[config.mk]
export PLATFORM = sky130hd
export DESIGN_NAME = pipelined_cla_addsub_flat
export DESIGN_NICKNAME = d
export VERILOG_FILES = /design/src/rtl/cla_pkg.sv /design/src/rtl/pipelined_cla_addsub_if.sv /design/src/rtl/cla_slice.sv /design/src/rtl/pipelined_cla_addsub.sv /design/src/flat_wrapper.sv
export SDC_FILE = /design/constraint.sdc
export NUM_CORES = 1
export LEC_CHECK = 0
export ABC_AREA = 1
export CORE_AREA = 10 10 137 139
export DETAILED_ROUTE_END_ITERATION = 10
export DIE_AREA = 0 0 147 149
export GPL_TIMING_DRIVEN = 1
export PLACE_DENSITY_LB_ADDON = 0.15
export SYNTH_ARGS = -nofsm -noshare
export SYNTH_HDL_FRONTEND = slang
export SYNTH_SLANG_ARGS = --single-unit
[constraint.sdc]
create_clock -name clk -period 3.6 [get_ports clk]
set_input_delay 0.72 -clock clk [delete_from_list [all_inputs] [get_ports clk]]
set_output_delay 0.72 -clock clk [all_outputs]
set_load 0.005 [all_outputs]
[src/rtl/cla_pkg.sv]
// -----------------------------------------------------------------------------
// cla_pkg
// Shared definitions for the pipelined carry-lookahead adder/subtractor.
//   CLA_CHUNK_DEF  default number of bits resolved per pipeline stage
//   CLA_WIDTH_DEF  default operand width
//   cla_stage_t    per-stage pipeline record at the default width
//                  (valid, a, b, partial sum, carry)
//   cla_sat_limit  signed max (neg=0) or signed min (neg=1) for a width,
//                  returned right-aligned in a CLA_MAX_WIDTH vector
// -----------------------------------------------------------------------------
package cla_pkg;

  localparam int CLA_CHUNK_DEF = 4;
  localparam int CLA_WIDTH_DEF = 16;
  localparam int CLA_MAX_WIDTH = 64;

  typedef struct packed {
    logic                     valid;
    logic [CLA_WIDTH_DEF-1:0] a;
    logic [CLA_WIDTH_DEF-1:0] b;
    logic [CLA_WIDTH_DEF-1:0] sum;
    logic                     carry;
  } cla_stage_t;

  // Signed max is 0111..1, signed min is 1000..0, both within 'width' bits.
  function automatic logic [CLA_MAX_WIDTH-1:0] cla_sat_limit(input int width, input logic neg);
    logic [CLA_MAX_WIDTH-1:0] v;
    v = '0;
    for (int i = 0; i < CLA_MAX_WIDTH; i++) begin
      if (i == width - 1) begin
        v[i] = neg;
      end else if (i < width - 1) begin
        v[i] = ~neg;
      end else begin
        v[i] = 1'b0;
      end
    end
    return v;
  endfunction

endpackage

[src/rtl/pipelined_cla_addsub_if.sv]
// -----------------------------------------------------------------------------
// pipelined_cla_addsub_if
// Operand/result handshake bundle for pipelined_cla_addsub.
//   in_valid/in_ready   operand transfer handshake
//   a, b, cin, sub      operands, carry/borrow-in, subtract select
//   sat                 saturate request (only when CLA_SAT_EN is defined)
//   out_valid/out_ready result transfer handshake
//   sum, cout, ovf      result, carry-out (1 = no borrow in sub), signed ovf
// Modports: slave = the adder, master = the party driving operands and
// consuming results.
// -----------------------------------------------------------------------------
interface pipelined_cla_addsub_if #(
  parameter int WIDTH = 16
);

  logic             in_valid;
  logic             in_ready;
  logic [WIDTH-1:0] a;
  logic [WIDTH-1:0] b;
  logic             cin;
  logic             sub;
`ifdef CLA_SAT_EN
  logic             sat;
`endif
  logic             out_valid;
  logic             out_ready;
  logic [WIDTH-1:0] sum;
  logic             cout;
  logic             ovf;

`ifdef CLA_SAT_EN
  modport slave  (input  in_valid, a, b, cin, sub, sat, out_ready,
                  output in_ready, out_valid, sum, cout, ovf);
  modport master (output in_valid, a, b, cin, sub, sat, out_ready,
                  input  in_ready, out_valid, sum, cout, ovf);
`else
  modport slave  (input  in_valid, a, b, cin, sub, out_ready,
                  output in_ready, out_valid, sum, cout, ovf);
  modport master (output in_valid, a, b, cin, sub, out_ready,
                  input  in_ready, out_valid, sum, cout, ovf);
`endif

endinterface

[src/rtl/cla_slice.sv]
// -----------------------------------------------------------------------------
// cla_slice
// Combinational CHUNK-bit carry-lookahead slice.
//   a, b  slice operand bits
//   ci    carry into the slice
//   s     slice sum bits
//   co    carry out of the slice
// Every internal carry is a flat sum-of-products of generate/propagate terms
// and ci, so no carry ripples through another within the slice.
// -----------------------------------------------------------------------------
module cla_slice #(
  parameter int CHUNK = 4
) (
  input  logic [CHUNK-1:0] a,
  input  logic [CHUNK-1:0] b,
  input  logic             ci,
  output logic [CHUNK-1:0] s,
  output logic             co
);

  logic [CHUNK-1:0] w_g;
  logic [CHUNK-1:0] w_p;
  logic [CHUNK:0]   w_c;
  logic             w_term;

  // Lookahead carries: c[i+1] = OR_j (g[j] & p[j+1..i]) | (ci & p[0..i]).
  always_comb begin
    w_g    = a & b;
    w_p    = a | b;
    w_c    = '0;
    w_term = 1'b0;
    w_c[0] = ci;
    for (int i = 0; i < CHUNK; i++) begin
      for (int j = 0; j <= i; j++) begin
        w_term = w_g[j];
        for (int m = j + 1; m <= i; m++) begin
          w_term = w_term & w_p[m];
        end
        w_c[i+1] = w_c[i+1] | w_term;
      end
      w_term = ci;
      for (int m = 0; m <= i; m++) begin
        w_term = w_term & w_p[m];
      end
      w_c[i+1] = w_c[i+1] | w_term;
    end
  end

  assign s  = a ^ b ^ w_c[CHUNK-1:0];
  assign co = w_c[CHUNK];

endmodule

[src/rtl/pipelined_cla_addsub.sv]
// -----------------------------------------------------------------------------
// pipelined_cla_addsub
// WIDTH-bit pipelined carry-lookahead adder/subtractor. Stage 0 registers the
// conditioned operands; each following stage resolves one CHUNK-bit slice,
// so a result appears NCHUNK accepted-cycles after its operands.
//   clk    clock, rising edge
//   rst_n  asynchronous active-low reset
//   bus    pipelined_cla_addsub_if.slave (operand and result handshakes)
// Optional build macro CLA_SAT_EN: adds bus.sat; on signed overflow with
// sat=1 the sum clamps to signed max/min instead of wrapping.
// -----------------------------------------------------------------------------
module pipelined_cla_addsub
  import cla_pkg::*;
#(
  parameter int WIDTH = 16,
  parameter int CHUNK = CLA_CHUNK_DEF
) (
  input  logic                         clk,
  input  logic                         rst_n,
  pipelined_cla_addsub_if.slave        bus
);

  localparam int NCHUNK = WIDTH / CHUNK;
  localparam int LAST   = NCHUNK - 1;

  if ((CHUNK < 1) || ((WIDTH % CHUNK) != 0)) begin : g_bad_width
    $error("pipelined_cla_addsub: WIDTH must be a non-zero multiple of CHUNK");
  end

  // Lower sum bits fill in as slices resolve; upper a/b bits wait their turn.
  typedef struct packed {
    logic             valid;
`ifdef CLA_SAT_EN
    logic             sat;
`endif
    logic [WIDTH-1:0] a;
    logic [WIDTH-1:0] b;
    logic [WIDTH-1:0] sum;
    logic             carry;
  } stage_t;

`ifdef CLA_SAT_EN
  localparam logic [WIDTH-1:0] SAT_MAX = WIDTH'(cla_sat_limit(WIDTH, 1'b0));
  localparam logic [WIDTH-1:0] SAT_MIN = WIDTH'(cla_sat_limit(WIDTH, 1'b1));
`endif

  stage_t           r_stg [NCHUNK];
  logic [CHUNK-1:0] w_s   [NCHUNK];
  logic [NCHUNK-1:0] w_co;
  logic             w_en;
  logic             r_out_valid;
  logic [WIDTH-1:0] r_sum;
  logic             r_cout;
  logic             r_ovf;
  logic [WIDTH-1:0] w_sum_full;
  logic [WIDTH-1:0] w_sum_next;
  logic             w_cmsb;
  logic             w_ovf_next;

  // One global enable: everything advances unless a result is being held.
  assign w_en          = bus.out_ready | ~r_out_valid;
  assign bus.in_ready  = w_en;
  assign bus.out_valid = r_out_valid;
  assign bus.sum       = r_sum;
  assign bus.cout      = r_cout;
  assign bus.ovf       = r_ovf;

  for (genvar k = 0; k < NCHUNK; k++) begin : g_slice
    cla_slice #(.CHUNK(CHUNK)) u_slice (
      .a  (r_stg[k].a[k*CHUNK +: CHUNK]),
      .b  (r_stg[k].b[k*CHUNK +: CHUNK]),
      .ci (r_stg[k].carry),
      .s  (w_s[k]),
      .co (w_co[k])
    );
  end

  // Final-slice result, overflow flag and optional saturation.
  always_comb begin
    w_sum_full                     = r_stg[LAST].sum;
    w_sum_full[WIDTH-1 -: CHUNK]   = w_s[LAST];
    // a^b^s at the MSB recovers the carry into the MSB.
    w_cmsb     = r_stg[LAST].a[WIDTH-1] ^ r_stg[LAST].b[WIDTH-1] ^ w_sum_full[WIDTH-1];
    w_ovf_next = w_cmsb ^ w_co[LAST];
    w_sum_next = w_sum_full;
`ifdef CLA_SAT_EN
    // On overflow both operands share a sign, which is the true result's sign.
    if (r_stg[LAST].sat && w_ovf_next) begin
      if (r_stg[LAST].a[WIDTH-1]) begin
        w_sum_next = SAT_MIN;
      end else begin
        w_sum_next = SAT_MAX;
      end
    end else begin
      w_sum_next = w_sum_full;
    end
`endif
  end

  // Pipeline registers: operand conditioning, slice stages and result flags.
  always_ff @(posedge clk or negedge rst_n) begin
    if (!rst_n) begin
      for (int k = 0; k < NCHUNK; k++) begin
        r_stg[k] <= '0;
      end
      r_out_valid <= 1'b0;
      r_sum       <= '0;
      r_cout      <= 1'b0;
      r_ovf       <= 1'b0;
    end else if (w_en) begin
      r_stg[0].valid <= bus.in_valid;
      if (bus.in_valid) begin
        r_stg[0].a     <= bus.a;
        r_stg[0].b     <= bus.sub ? ~bus.b : bus.b;
        r_stg[0].sum   <= '0;
        r_stg[0].carry <= bus.cin ^ bus.sub;
`ifdef CLA_SAT_EN
        r_stg[0].sat   <= bus.sat;
`endif
      end
      for (int k = 0; k < LAST; k++) begin
        r_stg[k+1].valid <= r_stg[k].valid;
        if (r_stg[k].valid) begin
          r_stg[k+1]                         <= r_stg[k];
          r_stg[k+1].sum[k*CHUNK +: CHUNK]   <= w_s[k];
          r_stg[k+1].carry                   <= w_co[k];
        end
      end
      r_out_valid <= r_stg[LAST].valid;
      if (r_stg[LAST].valid) begin
        r_sum  <= w_sum_next;
        r_cout <= w_co[LAST];
        r_ovf  <= w_ovf_next;
      end
    end
  end

endmodule

[src/flat_wrapper.sv]
// flat-port wrapper written by rule: the top's interface ports become plain ports
module pipelined_cla_addsub_flat import cla_pkg::*;
#(
  parameter int WIDTH = 16,
  parameter int CHUNK = CLA_CHUNK_DEF
)
  (clk, rst_n, bus_in_valid, bus_a, bus_b, bus_cin, bus_sub, bus_out_ready, bus_in_ready, bus_out_valid, bus_sum, bus_cout, bus_ovf);
  pipelined_cla_addsub_if #(.WIDTH(WIDTH)) bus_i ();
  input  logic clk;
  input  logic rst_n;
  input wire logic [$bits(bus_i.in_valid)-1:0] bus_in_valid;
  input wire logic [$bits(bus_i.a)-1:0] bus_a;
  input wire logic [$bits(bus_i.b)-1:0] bus_b;
  input wire logic [$bits(bus_i.cin)-1:0] bus_cin;
  input wire logic [$bits(bus_i.sub)-1:0] bus_sub;
  input wire logic [$bits(bus_i.out_ready)-1:0] bus_out_ready;
  output wire logic [$bits(bus_i.in_ready)-1:0] bus_in_ready;
  output wire logic [$bits(bus_i.out_valid)-1:0] bus_out_valid;
  output wire logic [$bits(bus_i.sum)-1:0] bus_sum;
  output wire logic [$bits(bus_i.cout)-1:0] bus_cout;
  output wire logic [$bits(bus_i.ovf)-1:0] bus_ovf;
  assign bus_i.in_valid = bus_in_valid;
  assign bus_i.a = bus_a;
  assign bus_i.b = bus_b;
  assign bus_i.cin = bus_cin;
  assign bus_i.sub = bus_sub;
  assign bus_i.out_ready = bus_out_ready;
  assign bus_in_ready = bus_i.in_ready;
  assign bus_out_valid = bus_i.out_valid;
  assign bus_sum = bus_i.sum;
  assign bus_cout = bus_i.cout;
  assign bus_ovf = bus_i.ovf;
  pipelined_cla_addsub #(.WIDTH(WIDTH), .CHUNK(CHUNK)) u_core (.clk(clk), .rst_n(rst_n), .bus(bus_i));
endmodule
# After elaboration in Yosys (flattened, before gate mapping)
# Index checks and enable logic that the tools add are counted.
# word_totals
ff_bits	179
input_bits	38
output_inout_bits	20
wordCells	135
# classes
n_mux	4
bitwise_logic	103
reduce_logical	5
# op_table
op	count
$mux 50	3
$or 1x1->1	41
$and 1x1->1	40
$xor 4x4->4	8
$and 4x4->4	4
$mux 16	1
$not 16->16	1
$or 4x4->4	4
$reduce_and 2->1	5
$xor 1x1->1	4
$not 1->1	1

# Depth between registers and ports, before layout
# depth
ltp_word	9
mapped_depth	10
mapped_depth_nobuf	10

# Modules after synthesis
# Synthesis repeated with hierarchy kept, for this count alone.
# unflattened
hier_cells	731
hier_area_um2	6287.3
# by_module_without_submodules
module	instances	cells_per_inst	area_each_um2	seq_area_each_um2
pipelined_cla_addsub	1	577	5283.8	3278.1
cla_slice (u_core.g_slice[0].u_slice ...)	3	38	249.0	0.0
cla_slice (u_core.g_slice[3].u_slice)	1	40	256.5	0.0

# Least setup slack after synthesis
# Ideal clock, no wire load.
# synth_timing
kind	input to output
startpoint	in bus_out_ready
endpoint	out bus_in_ready
arrival_time_ns	1.017
required_ns	2.880
slack_ns	1.863
path_stages	2
n_path_buf	0
cell_sequence	nor2_4 -> inv_8
# synth_between
elab_chain_len	1
# synth_rtl
element	line_no	rtl
start, declared	flat_wrapper.sv:16	input wire logic [$bits(bus_i.out_ready)-1:0] bus_out_ready;
$or 1x1->1	pipelined_cla_addsub.sv:61	assign w_en = bus.out_ready | ~r_out_valid;
end, declared	flat_wrapper.sv:17	output wire logic [$bits(bus_i.in_ready)-1:0] bus_in_ready;
# No other way between the ends.

# Worst setup path in the final report
# Same ends and word-level chain as after synthesis.

==> results.toml <==
[floorplan]
rows = 47
io_pins = 58
die_h_um = 149
die-area_um2 = 21900
core_area_um2 = 16200
start_util_pct = 38.8
die_w_um = 147

[critical_path]
critPathKind = "input port to output pin"
start_kind = "input port"
crit_buf_inv = 3
path_max_fanout = 7
cp_slowest_cell = "clkdlybuf4s50_1"
required_ns = 2.88
cp_cell_sequence = "clkdlybuf4s50_1 > nor2_4 > inv_8 > clkdlybuf4s50_1"
crit_family = "buffers and inverters"
worstPathArrival_ns = 1.99
cp-end-kind = "output pin"
slowest_delay_ns = 0.47
crit_path_frequent_cell = "clkdlybuf4s50_1"

[clock_tree]
root_buffer = "clkbuf_16"
h-tree-depth = 4
clock_latency_ns = 0.42
hold_buffers = 0
cts.sinks = 131
cts_buffers = 17
cts_buffer_depth = 2
tritoncts = "built"
post_cts_resized = 0
clk_pin_slew_ns = 0.05
postCtsSetupBuffers = 0

[yosys]
synth_top_area_cell = "dfrtp_1"
yosysUniqueCellTypes = 29
yosys_warnings = 0
synth_seq_area_share_pct = 52.3
synth_area_leaders = "dfrtp_1, nand2_1, ha_1, o21ai_2, inv_1"
syn_area_um2 = 6270
yosys_register_bits = 131
yosysTopAreaCellShare_pct = 52.3
syn_nets = 722
syn_inst = 648
avgSynthCellArea_um2 = 9.68

[placed_design]
place_ws_ns = 0.891
io_buffers = 57
dp_hpwl_um = 8420
place_area_um2 = 6880
gp_congestion = 0.753

[finish]
n_antenna_cell = 0
stdcell_area_um2 = 7540
final_core_util_pct = 46.6
fin_nets = 774
fillCellCount = 1528
drive_above_1_share_pct = 13.2
synthToLayoutAreaGrowth_pct = 20.3

[detailed_routing]
totalWireLength_um = 11900
via_per_inst = 4.43
drtPass1Iterations = 4
ant_nets = 0
remaining_drc_errors = 0
wl_per_cell_um = 12.7
drtIter0Drc = 140
vias = 4137

[pwr]
p_sw_w = 0.00222
power_leakage_nw = 3.69
p_total_w = 0.00654
internal-power_w = 0.00432
p_clk_share_pct = 29.7
sw_frac_of_total_pct = 34.0
peakVddDrop_mv = 0.372
powerDensity_nw_per_um2 = 868
p_seq_share_pct = 37.4
combinationalPowerShare_pct = 33.0

[global_routing]
grt_pass1_vias = 4271
grt_busiest_layer = "met2"
grt_overflow = 0
grt_pass1_wl_um = 21100
use_met1_pct = 14.8
antenna_found_initial = 0
grt_use_met2_pct = 18.3
grt_usage_pct = 11.8
grt_max_degree = 132
grt_use_met3_pct = 4.43

[sta]
fmax_mhz = 369
hold_violations = 0
setup_viol = 0
setup_slack_ns = 0.889
final-max-slew-violation-count = 0
fin_skew_ns = 0.00537
fin_crit_sh_pct = 75.3
rsz0062_at_grt = "false"
worstMarginPinSlew_ns = 0.910
period_needed_ns = 2.71
max-slew-margin-rel_pct = 39.2
tns_ns = 0

[min_path]
hold_path.class = "input port to async pin"

[run]
maxCapViolCount = 0

[run_status]
outcome = "completed"
[cells in the mapped netlist (all sizes together)]
cell,instances
o21bai,4
a21oi,7
ha,32
nand2,222
nand3b,3
nor2,16
o21ai,89
fa,4
dfrtp,131
inv,75
clkbuf,3
nand3,14
buf,23
xnor2,25
[state kept, by name (all words and copies together) (netlist names)]
register,count
u_core.bus.cout,1
u_core.r_stg,112
u_core.bus.sum,16
u_core.bus.ovf,1
u_core.bus.out_valid,1
[cell usage in the layout, fill, tap and decap left out, drive strengths merged]
| cell type | netlist | layout |
|---|---|---|
| nand3 | 14 | 14 |
| buf | 23 | 3 |
| nand2 | 222 | 222 |
| a21oi | 7 | 7 |
| clkinv | 0 | 5 |
| inv | 75 | 75 |
| xnor2 | 25 | 25 |
| clkdlybuf4s50 | 0 | 56 |
| dfrtp | 131 | 131 |
| fa | 4 | 4 |
| clkbuf | 3 | 21 |
| o21bai | 4 | 4 |
| nand3b | 3 | 3 |
| ha | 32 | 32 |
| o21ai | 89 | 89 |
| bufinv | 0 | 6 |
| nor2 | 16 | 16 |
[cell families (layout without fill, tap and decap cells)]
logic type	Yosys count	count (layout)	synth area share [%]
AND/OR/NAND/NOR	255	255	17.0
XOR/XNOR	25	25	3.49
AO/OA/AOI/OAI	100	100	10.7
buffers and inverters	101	166	8.88
flip-flops	131	131	52.3
adder cells (fa/ha/maj)	36	36	7.66
[worst reg2reg max path: stages (launching register included)]
cell	delay, ns
dfrtp_1	0.38
inv_1	0.09
nor2_4	0.07
inv_8	0.11
nand2_4	0.15
inv_2	0.50
nand2_1	0.16
o21ai_2	0.09
[power by group through the flow]
stage	sequential (W)	clock, W	combinational [W]
3_5_place_dp	0.00248	0	0.00219
6_report	0.00245	0.00194	0.00216
2_1_floorplan	0.00238	0	0.00173
4_1_cts	0.00246	0.00198	0.00221
5_1_grt	0.00253	0.00204	0.00254
3_3_place_gp	0.00246	0	0.00214
[area by class of cell]
class	instances	area, um^2	area share [%]
clock buffer	21	460	6.10
clock inverter	11	205	2.72
inverter	75	292	3.87
multi-input combinational	416	2440	32.3
sequential	131	3280	43.5
tap	220	275	3.65
timing repair buffer	59	596	7.90
[per-stage QoR]
step	hold WS [ns]	cells
finish	0.401	933
global route	0.468	933
global placement	0.455	901
floorplan	0.424	648
CTS	0.453	933
detailed placement	0.454	901
[final timing paths]
kind                                                 endpoint  slack (ns)  depth (start not counted)                        startpoint
worst max-delay path                             bus_in_ready        0.89                          4                     bus_out_ready
worst min-delay path            u_core.bus.sum[8]$_DFFE_PN0P_        0.40                          2                             rst_n
worst max register to register   u_core.r_stg[52]$_DFFE_PN0P_        1.98                          7  u_core.bus.out_valid$_DFFE_PN0N_
worst min register to register  u_core.r_stg[132]$_DFFE_PN0P_        0.47                          2     u_core.r_stg[182]$_DFFE_PN0P_
max in group asynchronous       u_core.r_stg[188]$_DFFE_PN0P_        2.67                          2                             rst_n
min in group clk                u_core.r_stg[132]$_DFFE_PN0P_        0.47                          2     u_core.r_stg[182]$_DFFE_PN0P_
[metal layers]
metal | vias up | routed length (um)
li1 | 2114 | -
met1 | 1939 | 5740
met2 | 73 | 5350
met3 | 11 | 665
met4 | 0 | 128
met5 | - | 0
Note: power is estimated with default switching activity, not from simulation.
